File: config.mk
export PLATFORM = sky130hd
export DESIGN_NAME = mem_access_stage
export DESIGN_NICKNAME = d
export VERILOG_FILES = /design/src/rtl/mem_access_stage_pkg.sv /design/src/rtl/mem_lane_align.sv /design/src/rtl/mem_access_stage.sv
export SDC_FILE = /design/constraint.sdc
export NUM_CORES = 1
export LEC_CHECK = 0
export ABC_AREA = 1
export BUFFER_PORTS_ARGS = -buffer_cell sky130_fd_sc_hd__buf_2
export CORE_MARGIN = 2
export CORE_UTILIZATION = 25
export CTS_BUF_LIST = sky130_fd_sc_hd__clkbuf_4
export DETAILED_ROUTE_END_ITERATION = 7
export PLACE_DENSITY = 0.53
export SLEW_MARGIN = 40
export SYNTH_ARGS = -nofsm -noshare
export SYNTH_HDL_FRONTEND = slang
export SYNTH_SLANG_ARGS = --single-unit
File: constraint.sdc
create_clock -name clk_i -period 1.4 [get_ports clk_i]
set_input_delay 0.07 -clock clk_i [delete_from_list [all_inputs] [get_ports clk_i]]
set_output_delay 0.07 -clock clk_i [all_outputs]
set_load 0.01 [all_outputs]
File: src/rtl/mem_access_stage_pkg.sv
// Shared constants for the memory-access stage: widths, mem_ctrl bit positions,
// access-size encodings and the handshake FSM state type.
package mem_access_stage_pkg;

    localparam int DEF_WIDTH         = 32;
    localparam int DEF_R_WIDTH       = 5;
    localparam int MEM_CTRL_WIDTH    = 5;
    localparam int DEF_WB_CTRL_WIDTH = 2;

    // mem_ctrl = {mem_read, mem_write, size[1:0], unsigned}
    localparam int MC_READ     = 4;
    localparam int MC_WRITE    = 3;
    localparam int MC_SIZE_HI  = 2;
    localparam int MC_SIZE_LO  = 1;
    localparam int MC_UNSIGNED = 0;

    localparam logic [1:0] SZ_BYTE = 2'b00;
    localparam logic [1:0] SZ_HALF = 2'b01;
    localparam logic [1:0] SZ_WORD = 2'b10;

    typedef enum logic {
        ST_IDLE = 1'b0,
        ST_WAIT = 1'b1
    } mem_state_e;

endpackage

File: src/rtl/mem_lane_align.sv
// Combinational lane steering: store replicate + byte enables, load lane
// extract with sign/zero extension. Size 11 behaves as a word access.
module mem_lane_align
    import mem_access_stage_pkg::*;
#(
    parameter int WIDTH = DEF_WIDTH
) (
    input  logic [1:0]       addr_lo_i,
    input  logic [1:0]       size_i,
    input  logic             unsigned_i,
    input  logic [WIDTH-1:0] st_data_i,
    input  logic [WIDTH-1:0] ld_raw_i,
    output logic [3:0]       be_o,
    output logic [WIDTH-1:0] wdata_o,
    output logic [WIDTH-1:0] ld_data_o
);

    logic [7:0]  ld_byte;
    logic [15:0] ld_half;

    always_comb begin
        ld_byte   = ld_raw_i[{addr_lo_i, 3'b000} +: 8];
        ld_half   = addr_lo_i[1] ? ld_raw_i[31:16] : ld_raw_i[15:0];
        be_o      = 4'b1111;
        wdata_o   = st_data_i;
        ld_data_o = ld_raw_i;
        case (size_i)
            SZ_BYTE: begin
                be_o      = 4'b0001 << addr_lo_i;
                wdata_o   = {(WIDTH/8){st_data_i[7:0]}};
                ld_data_o = {{(WIDTH-8){~unsigned_i & ld_byte[7]}}, ld_byte};
            end
            SZ_HALF: begin
                // odd half addresses fall back to the enclosing aligned half
                be_o      = 4'b0011 << {addr_lo_i[1], 1'b0};
                wdata_o   = {(WIDTH/16){st_data_i[15:0]}};
                ld_data_o = {{(WIDTH-16){~unsigned_i & ld_half[15]}}, ld_half};
            end
            default: ;
        endcase
    end

endmodule

File: src/rtl/mem_access_stage.sv
// EX/MEM consumer: data-memory req/ack handshake, store alignment, load extension,
// MEM/WB register. Optional MEM_MISALIGN_CHECK_EN drops misaligned half/word accesses.
//
// state   | meaning
// ST_IDLE | no access outstanding; non-memops pass straight to MEM/WB
// ST_WAIT | request issued and held; waiting for dmem_ack_i
module mem_access_stage
    import mem_access_stage_pkg::*;
#(
    parameter int WIDTH         = DEF_WIDTH,
    parameter int R_WIDTH       = DEF_R_WIDTH,
    parameter int WB_CTRL_WIDTH = DEF_WB_CTRL_WIDTH
) (
    input  logic                      clk_i,
    input  logic                      rst_i,
    input  logic                      valid_i,
    input  logic [MEM_CTRL_WIDTH-1:0] mem_ctrl_i,
    input  logic [WB_CTRL_WIDTH-1:0]  wb_ctrl_i,
    input  logic [WIDTH-1:0]          result_i,
    input  logic [WIDTH-1:0]          src2_i,
    input  logic [R_WIDTH-1:0]        rd_i,
    output logic                      stall_o,
    output logic                      dmem_req_o,
    output logic                      dmem_we_o,
    output logic [WIDTH-1:0]          dmem_addr_o,
    output logic [3:0]                dmem_be_o,
    output logic [WIDTH-1:0]          dmem_wdata_o,
    input  logic [WIDTH-1:0]          dmem_rdata_i,
    input  logic                      dmem_ack_i,
    output logic                      valid_o,
    output logic [WB_CTRL_WIDTH-1:0]  wb_ctrl_o,
    output logic [WIDTH-1:0]          alu_result_o,
    output logic [WIDTH-1:0]          load_data_o,
    output logic [R_WIDTH-1:0]        rd_o
`ifdef MEM_MISALIGN_CHECK_EN
    ,
    output logic                      misalign_o
`endif
);

    mem_state_e                 state_q;
    logic                       hold_we_q;
    logic [1:0]                 hold_size_q;
    logic                       hold_uns_q;
    logic [WB_CTRL_WIDTH-1:0]   hold_wb_q;
    logic [WIDTH-1:0]           hold_result_q;
    logic [R_WIDTH-1:0]         hold_rd_q;

    logic                       dmem_req_q, dmem_we_q;
    logic [WIDTH-1:0]           dmem_addr_q, dmem_wdata_q;
    logic [3:0]                 dmem_be_q;
    logic                       valid_q;
    logic [WB_CTRL_WIDTH-1:0]   wb_ctrl_q;
    logic [WIDTH-1:0]           alu_result_q, load_data_q, rd_unused_pad;
    logic [R_WIDTH-1:0]         rd_q;

    logic                       memop, in_wait, misalign_hit, issue;
    logic [1:0]                 sel_addr, sel_size, cur_size;
    logic                       sel_uns;
    logic [3:0]                 be_d;
    logic [WIDTH-1:0]           wdata_d, ld_ext, addr_d, load_d;

    assign cur_size = mem_ctrl_i[MC_SIZE_HI:MC_SIZE_LO];
    assign memop    = valid_i & (mem_ctrl_i[MC_READ] | mem_ctrl_i[MC_WRITE]);
    assign in_wait  = (state_q == ST_WAIT);

    // one aligner serves both directions: store fields in IDLE, held load fields in WAIT
    assign sel_addr = in_wait ? hold_result_q[1:0] : result_i[1:0];
    assign sel_size = in_wait ? hold_size_q : cur_size;
    assign sel_uns  = in_wait ? hold_uns_q : mem_ctrl_i[MC_UNSIGNED];

    mem_lane_align #(.WIDTH(WIDTH)) u_align (
        .addr_lo_i  (sel_addr),
        .size_i     (sel_size),
        .unsigned_i (sel_uns),
        .st_data_i  (src2_i),
        .ld_raw_i   (dmem_rdata_i),
        .be_o       (be_d),
        .wdata_o    (wdata_d),
        .ld_data_o  (ld_ext)
    );

`ifdef MEM_MISALIGN_CHECK_EN
    logic misalign_q;
    assign misalign_hit = memop & (((cur_size == SZ_HALF) & result_i[0])
                                 | (cur_size[1] & (result_i[1:0] != 2'b00)));
    assign misalign_o   = misalign_q;
`else
    assign misalign_hit = 1'b0;
`endif

    assign issue         = memop & ~misalign_hit;
    assign stall_o       = in_wait ? ~dmem_ack_i : issue;
    assign addr_d        = {result_i[WIDTH-1:2], 2'b00};
    assign load_d        = hold_we_q ? '0 : ld_ext;
    assign rd_unused_pad = '0;

    always_ff @(posedge clk_i) begin
        if (rst_i) begin
            state_q       <= ST_IDLE;
            hold_we_q     <= 1'b0;
            hold_size_q   <= 2'b00;
            hold_uns_q    <= 1'b0;
            hold_wb_q     <= '0;
            hold_result_q <= '0;
            hold_rd_q     <= '0;
            dmem_req_q    <= 1'b0;
            dmem_we_q     <= 1'b0;
            dmem_addr_q   <= '0;
            dmem_be_q     <= 4'b0000;
            dmem_wdata_q  <= '0;
            valid_q       <= 1'b0;
            wb_ctrl_q     <= '0;
            alu_result_q  <= '0;
            load_data_q   <= '0;
            rd_q          <= '0;
`ifdef MEM_MISALIGN_CHECK_EN
            misalign_q    <= 1'b0;
`endif
        end else begin
            case (state_q)
                ST_IDLE: begin
                    if (issue) begin
                        state_q       <= ST_WAIT;
                        dmem_req_q    <= 1'b1;
                        dmem_we_q     <= mem_ctrl_i[MC_WRITE];
                        dmem_addr_q   <= addr_d;
                        dmem_be_q     <= be_d;
                        dmem_wdata_q  <= wdata_d;
                        hold_we_q     <= mem_ctrl_i[MC_WRITE];
                        hold_size_q   <= cur_size;
                        hold_uns_q    <= mem_ctrl_i[MC_UNSIGNED];
                        hold_wb_q     <= wb_ctrl_i;
                        hold_result_q <= result_i;
                        hold_rd_q     <= rd_i;
                        valid_q       <= 1'b0;
                    end else begin
                        valid_q       <= valid_i & ~misalign_hit;
                        wb_ctrl_q     <= wb_ctrl_i;
                        alu_result_q  <= result_i;
                        rd_q          <= rd_i;
                        load_data_q   <= rd_unused_pad;
                    end
`ifdef MEM_MISALIGN_CHECK_EN
                    misalign_q <= misalign_hit;
`endif
                end
                ST_WAIT: begin
                    if (dmem_ack_i) begin
                        state_q      <= ST_IDLE;
                        dmem_req_q   <= 1'b0;
                        valid_q      <= 1'b1;
                        wb_ctrl_q    <= hold_wb_q;
                        alu_result_q <= hold_result_q;
                        rd_q         <= hold_rd_q;
                        load_data_q  <= load_d;
                    end else begin
                        valid_q      <= 1'b0;
                    end
`ifdef MEM_MISALIGN_CHECK_EN
                    misalign_q <= 1'b0;
`endif
                end
                default: state_q <= ST_IDLE;
            endcase
        end
    end

    assign dmem_req_o   = dmem_req_q;
    assign dmem_we_o    = dmem_we_q;
    assign dmem_addr_o  = dmem_addr_q;
    assign dmem_be_o    = dmem_be_q;
    assign dmem_wdata_o = dmem_wdata_q;
    assign valid_o      = valid_q;
    assign wb_ctrl_o    = wb_ctrl_q;
    assign alu_result_o = alu_result_q;
    assign load_data_o  = load_data_q;
    assign rd_o         = rd_q;

endmodule

==> impl_metrics.json, run 1 <==
{
  "outcome": "finished, violations left",
  "failed_checks": "hold timing, setup timing",
  "critPathArrivalTime_ps": 2070,
  "die_h_um": 168.9,
  "seq_area_mm2": 0.003067,
  "max-cap-violations": 0,
  "worst-path-max-fanout": 17,
  "startpoint_type": "flip-flop",
  "reg2reg_to": "alu_result_o[1]",
  "r2r_start": "in_wait",
  "power_density_mw_per_mm2": 1002,
  "cts_tree": "done",
  "ff2ff_path_depth": 12,
  "path_class": "reg2reg",
  "clk-insertion-delay-late_ps": 570,
  "grt.busiest_layer": "met2",
  "syn_to_final_growth_pct": 59.66,
  "cts_root_buf": "clkbuf_4",
  "holdPathEnd": "valid_o",
  "num_vias": 7552,
  "drt_wl_total_mm": 25.87,
  "post-route-period-util_pct": 112.3,
  "antenna_found_initial": 1,
  "synth-warning-count": 0,
  "finalSetupViolations": 87,
  "floorplan.initialDensity_pct": 25.38,
  "hp-start": "valid_i",
  "cts_hold_buffers": 111,
  "max_freq_mhz": 635.9,
  "fp.dieW_um": 168.9,
  "worstPathRequired_ps": 1900,
  "hp-class": "in2reg",
  "grt_util_met3_pct": 4.653,
  "core_region_area_mm2": 0.02680,
  "clock-sinks": 153,
  "dr.pass1.iters": 6,
  "syn_inst": 931,
  "die_area_mm2": 0.02854,
  "h-tree-depth": 4,
  "rsz0062_at_grt": "yes",
  "synth_largest_area_cell": "dfxtp_1",
  "synth_edf_count": 0,
  "grt_pass1_vias": 7237,
  "track_usage_pct": 16.98,
  "fin_worst_skew_ps": 32.35,
  "n_fill_cell": 2730,
  "grt_pass1_wl_mm": 38.23,
  "path_clk_slew_ps": 160,
  "vias_per_cell": 4.538,
  "grtUsageMet2_pct": 29.13,
  "synth_cell_types": 27,
  "grt.overflow.total": 0,
  "grt_start_max_net_pins": 38,
  "numPortBuffers": 252,
  "wl_per_cell_um": 15.55,
  "met1_usage_pct": 20.72,
  "ys_ff_latch": 153,
  "finalHoldViolations": 1,
  "synth_most_common_cell": "nand2_1",
  "ir_drop_mv": 0.5303,
  "total_power_w": 0.01089,
  "finalCriticalPeriod_ps": 1573,
  "reg2reg_slack_ps": -170,
  "whs_ps": -5.756,
  "worst_slack_ps": -172.5,
  "fin_nets": 1420,
  "yosys-top-cells-count": "nand2_1 (248), dfxtp_1 (153), nor2_1 (98), o21ai_0 (93), inv_1 (59)",
  "final_max_slew_viol_count": 0,
  "syn_area_mm2": 0.006802,
  "rows": 60,
  "synth_ff_type": "dfxtp_1",
  "routabilityCongestion": 0.8153,
  "setup.worst_path.end_class": "flip-flop",
  "min_path_cells": 6,
  "cts_buffers": 17,
  "multiInputGateArea_mm2": 0.003286,
  "async_flop_share_pct": 0,
  "syn_avg_cell_area_um2": 7.306,
  "dp_hpwl_mm": 16.50,
  "synth_area_leaders": "dfxtp_1 (45%), nand2_1 (14%), o21ai_0 (6.8%)",
  "drive_gt1_share_pct": 33.38,
  "synthDominantCellAreaShare_pct": 45.03,
  "seq_area_frac_synth_pct": 45.03,
  "drc": 0,
  "p_leak_nw": 5.351,
  "drt-initial-drc-count": 443,
  "ios": 255,
  "drtAntennaViolNets": 0,
  "clk_path_buf_depth": 2
}
state kept, by name (all words and copies together), names as in the netlist:
name and count:
hold_size_q 2, valid_o 1, dmem_be_o 4, dmem_addr_o 1
alu_result_o 32, dmem_we_o 1, rd_o 5, dmem_wdata_o 32
hold_result_q 31, hold_rd_q 5, wb_ctrl_o 2, hold_uns_q 1
hold_wb_q 2, in_wait 1, dmem_req_o 1, load_data_o 32
worst max-delay path, stage by stage, from the launching register on:
cell,delay [ps]
dfxtp_4,390
inv_6,80
nand2_4,60
nor2_4,110
inv_4,50
o21ai_4,70
buf_6,120
inv_4,30
nor2_4,120
buf_12,170
clkbuf_16,190
nand2_1,60
o21ai_1,60
power breakdown:
part	total (W)	internal [W]	switching (W)
clock network	0.00321	0.00132	0.00190
logic	0.00281	0.00134	0.00147
registers	0.00486	0.00468	0.000184
total	0.0109	0.00733	0.00355
cells by family (layout without fill, tap and decap cells):
logic type,Yosys count,in the layout,share of synthesized area [%]
simple gates,393,394,23.18
compound gates,195,195,15.16
flops,153,153,45.03
buf+inv,152,540,11.13
mux,37,37,5.445
other cells,1,4,0.05513
routing by layer:
metal	wire, um	up-vias	part of all wire, %
met5	0	-	0
met4	540	0	2.1
met3	1554	36	6.0
met2	12600	256	49
met1	11180	3514	43
li1	-	3746	-
layout make-up:
class,instances,area share (%)
multi-input cells,628,30.26
repair buffers,445,32.17
clock inverters,15,1.867
clock buffers,17,1.175
inverters,63,2.316
diodes,2,0.04609
well taps,341,3.929
flip-flops and latches,153,28.24
worst max path at each step:
stage | endpoint | startpoint | depth (start not counted) | slack [ps]
floorplan | load_data_o[21] | in_wait | 11 | 1
global placement | load_data_o[16] | in_wait | 10 | -80
detailed placement | alu_result_o[15] | in_wait | 9 | -110
CTS | stall_o | in_wait | 6 | -130
global route | load_data_o[7] | in_wait | 12 | -250
finish | alu_result_o[1] | in_wait | 12 | -170
layout by cell type (no fill, tap or decap), types with 15 or more instances in the layout:
master	count
nand2_1	218
inv_1	55
dfxtp_1	152
nand2_2	18
o211ai_1	16
o21ai_1	39
nand2_4	15
a21oi_1	50
nor2_1	93
mux2i_1	37
buf_4	42
dlygate4sd3_1	111
buf_2	251
buf_12	16
o21ai_0	63
clkbuf_4	17
nand3_1	34
metrics by stage:
step / instance area [um^2] / setup TNS (ps) / util [%] / setup WS (ps) / cells
floorplan: 6812 / 0 / - / 1.113 / 932
finish: 10860 / -9414 / 40.52 / -172.5 / 1664
global placement: 8559 / -3702 / 31.94 / -76.45 / 1496
detailed placement: 8559 / -6599 / 31.94 / -113.5 / 1496
global route: 10860 / -17590 / 40.52 / -248.5 / 1664
CTS: 10250 / -6172 / 38.24 / -129.0 / 1648
timing repair:
action,4_1_cts,5_1_grt
hold endpoints to repair,148,2
cloned,4,8
buffers inserted,6,6
resized for setup,37,121
endpoints found under the setup margin,104,120
pin swaps,3,10
Note: power is estimated with default switching activity, not from simulation.
==> run 2: changes to the inputs <==
Settings changed: CORE_MARGIN 2 to 5, PLACE_DENSITY 0.53 to 0.46, SETUP_SLACK_MARGIN set to 0.02.
==> impl_metrics.json, run 2 (synthesized netlist as in run 1, its figures left out) <==
{
  "outcome": "finished, violations left",
  "dr.pass1.iters": 6,
  "startpoint_type": "flip-flop",
  "fin_nets": 1454,
  "cts_tree": "done",
  "wl_per_cell_um": 16.80,
  "antenna_found_initial": 1,
  "place_ws_ps": -293.3,
  "final_common_cell": "buf_2",
  "drt_wl_total_mm": 28.50,
  "failed_checks": "setup timing",
  "rsz0062_at_grt": "yes",
  "wl_met2_mm": 13.43,
  "grt.overflow.total": 0,
  "dp_hpwl_mm": 17.83,
  "num_vias": 7736,
  "wl_met1_mm": 12.72,
  "setup.worst_path.end_class": "flip-flop",
  "clk_path_buf_depth": 2,
  "place_area_mm2": 0.008577,
  "cts_root_buf": "clkbuf_4",
  "layout_common_cells": "buf_2 (251), nand2_1 (178), dfxtp_1 (152), dlygate4sd3_1 (111), nor2_1 (85)",
  "finalCriticalPeriod_ps": 1667,
  "worst_slack_ps": -267.2,
  "ir_drop_mv": 0.4479,
  "total_power_w": 0.01152,
  "routabilityCongestion": 0.8365,
  "vias_per_cell": 4.559,
  "max_freq_mhz": 599.8,
  "fin_setup_tns_ps": -23680,
  "grt_pass1_wl_mm": 43.35,
  "top_layer": "met4",
  "drc": 0,
  "drive_gt1_share_pct": 42.36,
  "hp-class": "in2reg",
  "fin_area_mm2": 0.01186,
  "fin_worst_skew_ps": 22.24,
  "finalHoldViolations": 0,
  "core_region_area_mm2": 0.02688,
  "worst-path-max-fanout": 8,
  "fp.dieW_um": 174.9,
  "rows": 60,
  "grt_pass1_vias": 7759,
  "placed_cells": 1498,
  "power_density_mw_per_mm2": 971.6,
  "post-route-period-util_pct": 119.1,
  "path_clk_slew_ps": 170,
  "grt_start_max_net_pins": 30,
  "h-tree-depth": 4,
  "p_leak_nw": 5.708,
  "die_h_um": 174.9,
  "seq_area_mm2": 0.003064,
  "floorplan.initialDensity_pct": 25.31,
  "worstPathRequired_ps": 1900,
  "ios": 255,
  "drt-initial-drc-count": 372,
  "numPortBuffers": 252,
  "finalSetupViolations": 135,
  "final_max_slew_viol_count": 0,
  "max-cap-violations": 0,
  "instances_no_fill": 1697,
  "clk-insertion-delay-late_ps": 570,
  "drtAntennaViolNets": 0,
  "syn_to_final_growth_pct": 74.30,
  "path_class": "reg2reg",
  "n_fill_cell": 2654,
  "clock-sinks": 153,
  "wl_met3_mm": 1.732,
  "cts_buffers": 17,
  "track_usage_pct": 17.74,
  "critPathArrivalTime_ps": 2170,
  "multiInputGateArea_mm2": 0.003635,
  "die_area_mm2": 0.03060
}
==> run 2: cell types whose count changed in the layout (fill, tap and decap cells not counted), sizes merged <==
cell and change:
clkbuf +1, diode -1, clkinv +1, clkinvlp -1
buf +29, bufbuf +4
==> run 2: layer usage <==
layer / vias to the layer above / GRT usage, %
met4: 0 / 5.205
met5: - / 0
met3: 37 / 4.457
met2: 264 / 29.12
met1: 3606 / 23.14
li1: 3829 / -
==> run 2: worst paths after layout <==
kind | slack [ps] | depth (start not counted) | startpoint | endpoint
hold / removal | 270 | 4 | result_i[4] | hold_result_q[4]
hold reg to reg | 460 | 2 | load_data_o[20] | load_data_o[20]
setup reg to reg | -270 | 13 | in_wait | load_data_o[11]
setup / recovery | -270 | 13 | in_wait | load_data_o[11]
==> run 2: what timing repair did <==
action	in CTS	in global routing
gates resized for setup	258	96
setup endpoints to repair	143	152
hold buffers	111	0
pin swaps	27	29
hold endpoints to repair	148	0
setup buffers	31	13
cloned	22	9
==> run 2: per-stage QoR <==
| step | util [%] | hold slack [ps] |
|---|---|---|
| finish | 44.11 | 272.0 |
| global route | 44.11 | 223.0 |
| CTS | 42.87 | 207.8 |
| detailed placement | 31.91 | 314.2 |
| global placement | 31.91 | 314.7 |
| floorplan | - | 139.1 |
==> run 2: power breakdown <==
group	switching (W)	internal (W)	total [W]
clock network	0.00194	0.00133	0.00326
registers	0.000222	0.00468	0.00490
logic	0.00167	0.00169	0.00335
total	0.00383	0.00769	0.0115
==> run 2: area by class of cell <==
| cell class | count | area share [%] |
|---|---|---|
| well taps | 341 | 3.599 |
| diodes | 1 | 0.02111 |
| flip-flops and latches | 153 | 25.85 |
| multi-input cells | 628 | 30.66 |
| clock buffers | 17 | 1.077 |
| repair buffers | 479 | 34.91 |
| clock inverters | 15 | 1.720 |
| inverters | 63 | 2.164 |
==> run 2: worst max-delay path: stages (launching register included) <==
cell	delay (ps)
dfxtp_2	360
inv_2	50
buf_4	140
buf_6	120
nand2_4	60
o21ai_4	60
buf_12	140
nor2_4	100
buf_6	120
nand3_4	140
buf_12	190
nand2_2	50
nand2_1	40
nand2_1	60
==> run 3: changes to the inputs <==
Settings changed: BUFFER_PORTS_ARGS -buffer_cell sky130_fd_sc_hd__buf_2 to -buffer_cell sky130_fd_sc_hd__clkbuf_2.
==> impl_metrics.json, run 3 (synthesized netlist as in run 1, its figures left out) <==
{
  "h-tree-depth": 4,
  "fp.dieW_um": 174.9,
  "seq_area_mm2": 0.003064,
  "numPortBuffers": 252,
  "outcome": "finished, violations left",
  "fin_nets": 1455,
  "num_vias": 7666,
  "drt-initial-drc-count": 356,
  "critPathArrivalTime_ps": 2180,
  "die_h_um": 174.9,
  "fin_setup_tns_ps": -21050,
  "hp-start": "mem_ctrl_i[4]",
  "cpLargestDelayFamily": "buffers and inverters",
  "cts_root_buf": "clkbuf_4",
  "drt_wl_total_mm": 28.34,
  "fin_worst_skew_ps": 18.21,
  "max_stage_delay_ps": 360,
  "max_freq_mhz": 592.0,
  "ios": 255,
  "critPathBufInv": 8,
  "power_density_mw_per_mm2": 925.8,
  "drive_gt1_share_pct": 48.08,
  "path_class": "reg2reg",
  "cts_buffers": 17,
  "floorplan.initialDensity_pct": 25.31,
  "drtAntennaViolNets": 0,
  "finalHoldViolations": 0,
  "grt_start_max_net_pins": 39,
  "clk-insertion-delay-late_ps": 570,
  "clock-sinks": 153,
  "rows": 60,
  "n_fill_cell": 2613,
  "cp_cell_sequence": "inv_2 > buf_6 > buf_4 > o21ai_2 > buf_4 > inv_4 > nor2_4 > buf_12 > buf_12 > clkbuf_16 > nand2_2 > o21ai_1",
  "multiInputGateArea_mm2": 0.004033,
  "worst_slack_ps": -289.1,
  "worstPathRequired_ps": 1890,
  "cts_tree": "done",
  "track_usage_pct": 17.76,
  "final_common_cell": "clkbuf_2",
  "hp-class": "in2reg",
  "ir_drop_mv": 0.4117,
  "startpoint_type": "flip-flop",
  "layout_common_cells": "clkbuf_2 (251), dfxtp_1 (152), nand2_1 (140), dlygate4sd3_1 (111), nor2_1 (78)",
  "max-cap-violations": 0,
  "wl_per_cell_um": 16.67,
  "setup.worst_path.start": "in_wait",
  "r2r_start": "in_wait",
  "dr.pass1.iters": 5,
  "grt.overflow.total": 0,
  "die_area_mm2": 0.03060,
  "finalSetupViolations": 121,
  "clk_path_buf_depth": 2,
  "grt_pass1_vias": 7684,
  "worst_path_max_delay_cell": "dfxtp_2",
  "post-route-period-util_pct": 120.6,
  "vias_per_cell": 4.509,
  "drc": 0,
  "routabilityCongestion": 0.8279,
  "failed_checks": "setup timing",
  "core_region_area_mm2": 0.02688,
  "place_ws_ps": -284.3,
  "path_clk_slew_ps": 160,
  "dp_hpwl_mm": 17.69,
  "antenna_found_initial": 3,
  "syn_to_final_growth_pct": 79.29,
  "grt_pass1_wl_mm": 43.03,
  "finalCriticalPeriod_ps": 1689,
  "p_leak_nw": 5.847,
  "final_max_slew_viol_count": 0,
  "worst-path-max-fanout": 6,
  "setup.worst_path.end_class": "flip-flop",
  "rsz0062_at_grt": "yes"
}
-- run 3: cell type report --
cell class | instances | area share [%]
well taps | 341 | 3.499
multi-input cells | 628 | 33.07
flip-flops and latches | 153 | 25.13
clock inverters | 15 | 1.231
clock buffers | 17 | 1.047
diodes | 3 | 0.06156
repair buffers | 480 | 33.88
inverters | 63 | 2.083
-- run 3: routing by layer --
layer | up-vias | part of all wire [%] | routed length, um | global-route usage (%)
met1 | 3547 | 45 | 12660 | 23.58
met5 | - | 0 | 0 | 0
met2 | 245 | 47 | 13450 | 28.84
met4 | 0 | 1.9 | 535 | 5.794
met3 | 31 | 6.0 | 1694 | 3.808
li1 | 3843 | - | - | -
-- run 3: power breakdown --
part           internal (W)  total, W  switching, W  leakage [nW]
logic               0.00172   0.00350       0.00178          4.44
clock network      0.000817   0.00286       0.00205         0.145
registers           0.00468   0.00493      0.000250          1.26
-- run 3: worst paths after layout --
kind,end,slack [ps],cells after the start
worst max-delay path,alu_result_o[26],-290,12
worst min-delay path,dmem_be_o[2],230,7
worst max register to register,alu_result_o[26],-290,12
worst min register to register,load_data_o[31],460,2
-- run 3: worst reg2reg max path, stage by stage, from the launching register on --
cell	delay (ps)
dfxtp_2	360
inv_2	40
buf_6	110
buf_4	130
o21ai_2	150
buf_4	140
inv_4	30
nor2_4	90
buf_12	140
buf_12	160
clkbuf_16	180
nand2_2	40
o21ai_1	60
-- run 3: stage by stage --
step | utilization [%] | cell area [um^2] | hold WS [ps] | power, W | cells
global placement | 31.99 | 8597 | 316.0 | 0.007115 | 1499
CTS | 42.85 | 11520 | 207.6 | 0.01108 | 1695
global route | 45.37 | 12190 | 183.6 | 0.01194 | 1700
finish | 45.37 | 12190 | 226.4 | 0.01129 | 1700
detailed placement | 31.99 | 8597 | 320.4 | 0.007115 | 1499
floorplan | - | 6818 | 139.1 | 0.006139 | 932
-- run 3: what timing repair did --
action,in CTS,in global routing
hold buffers,111,0
endpoints found under the setup margin,145,153
endpoints found under the hold margin,148,0
cloned,22,4
resized for setup,272,196
pin swaps,32,41
buffers inserted,37,9
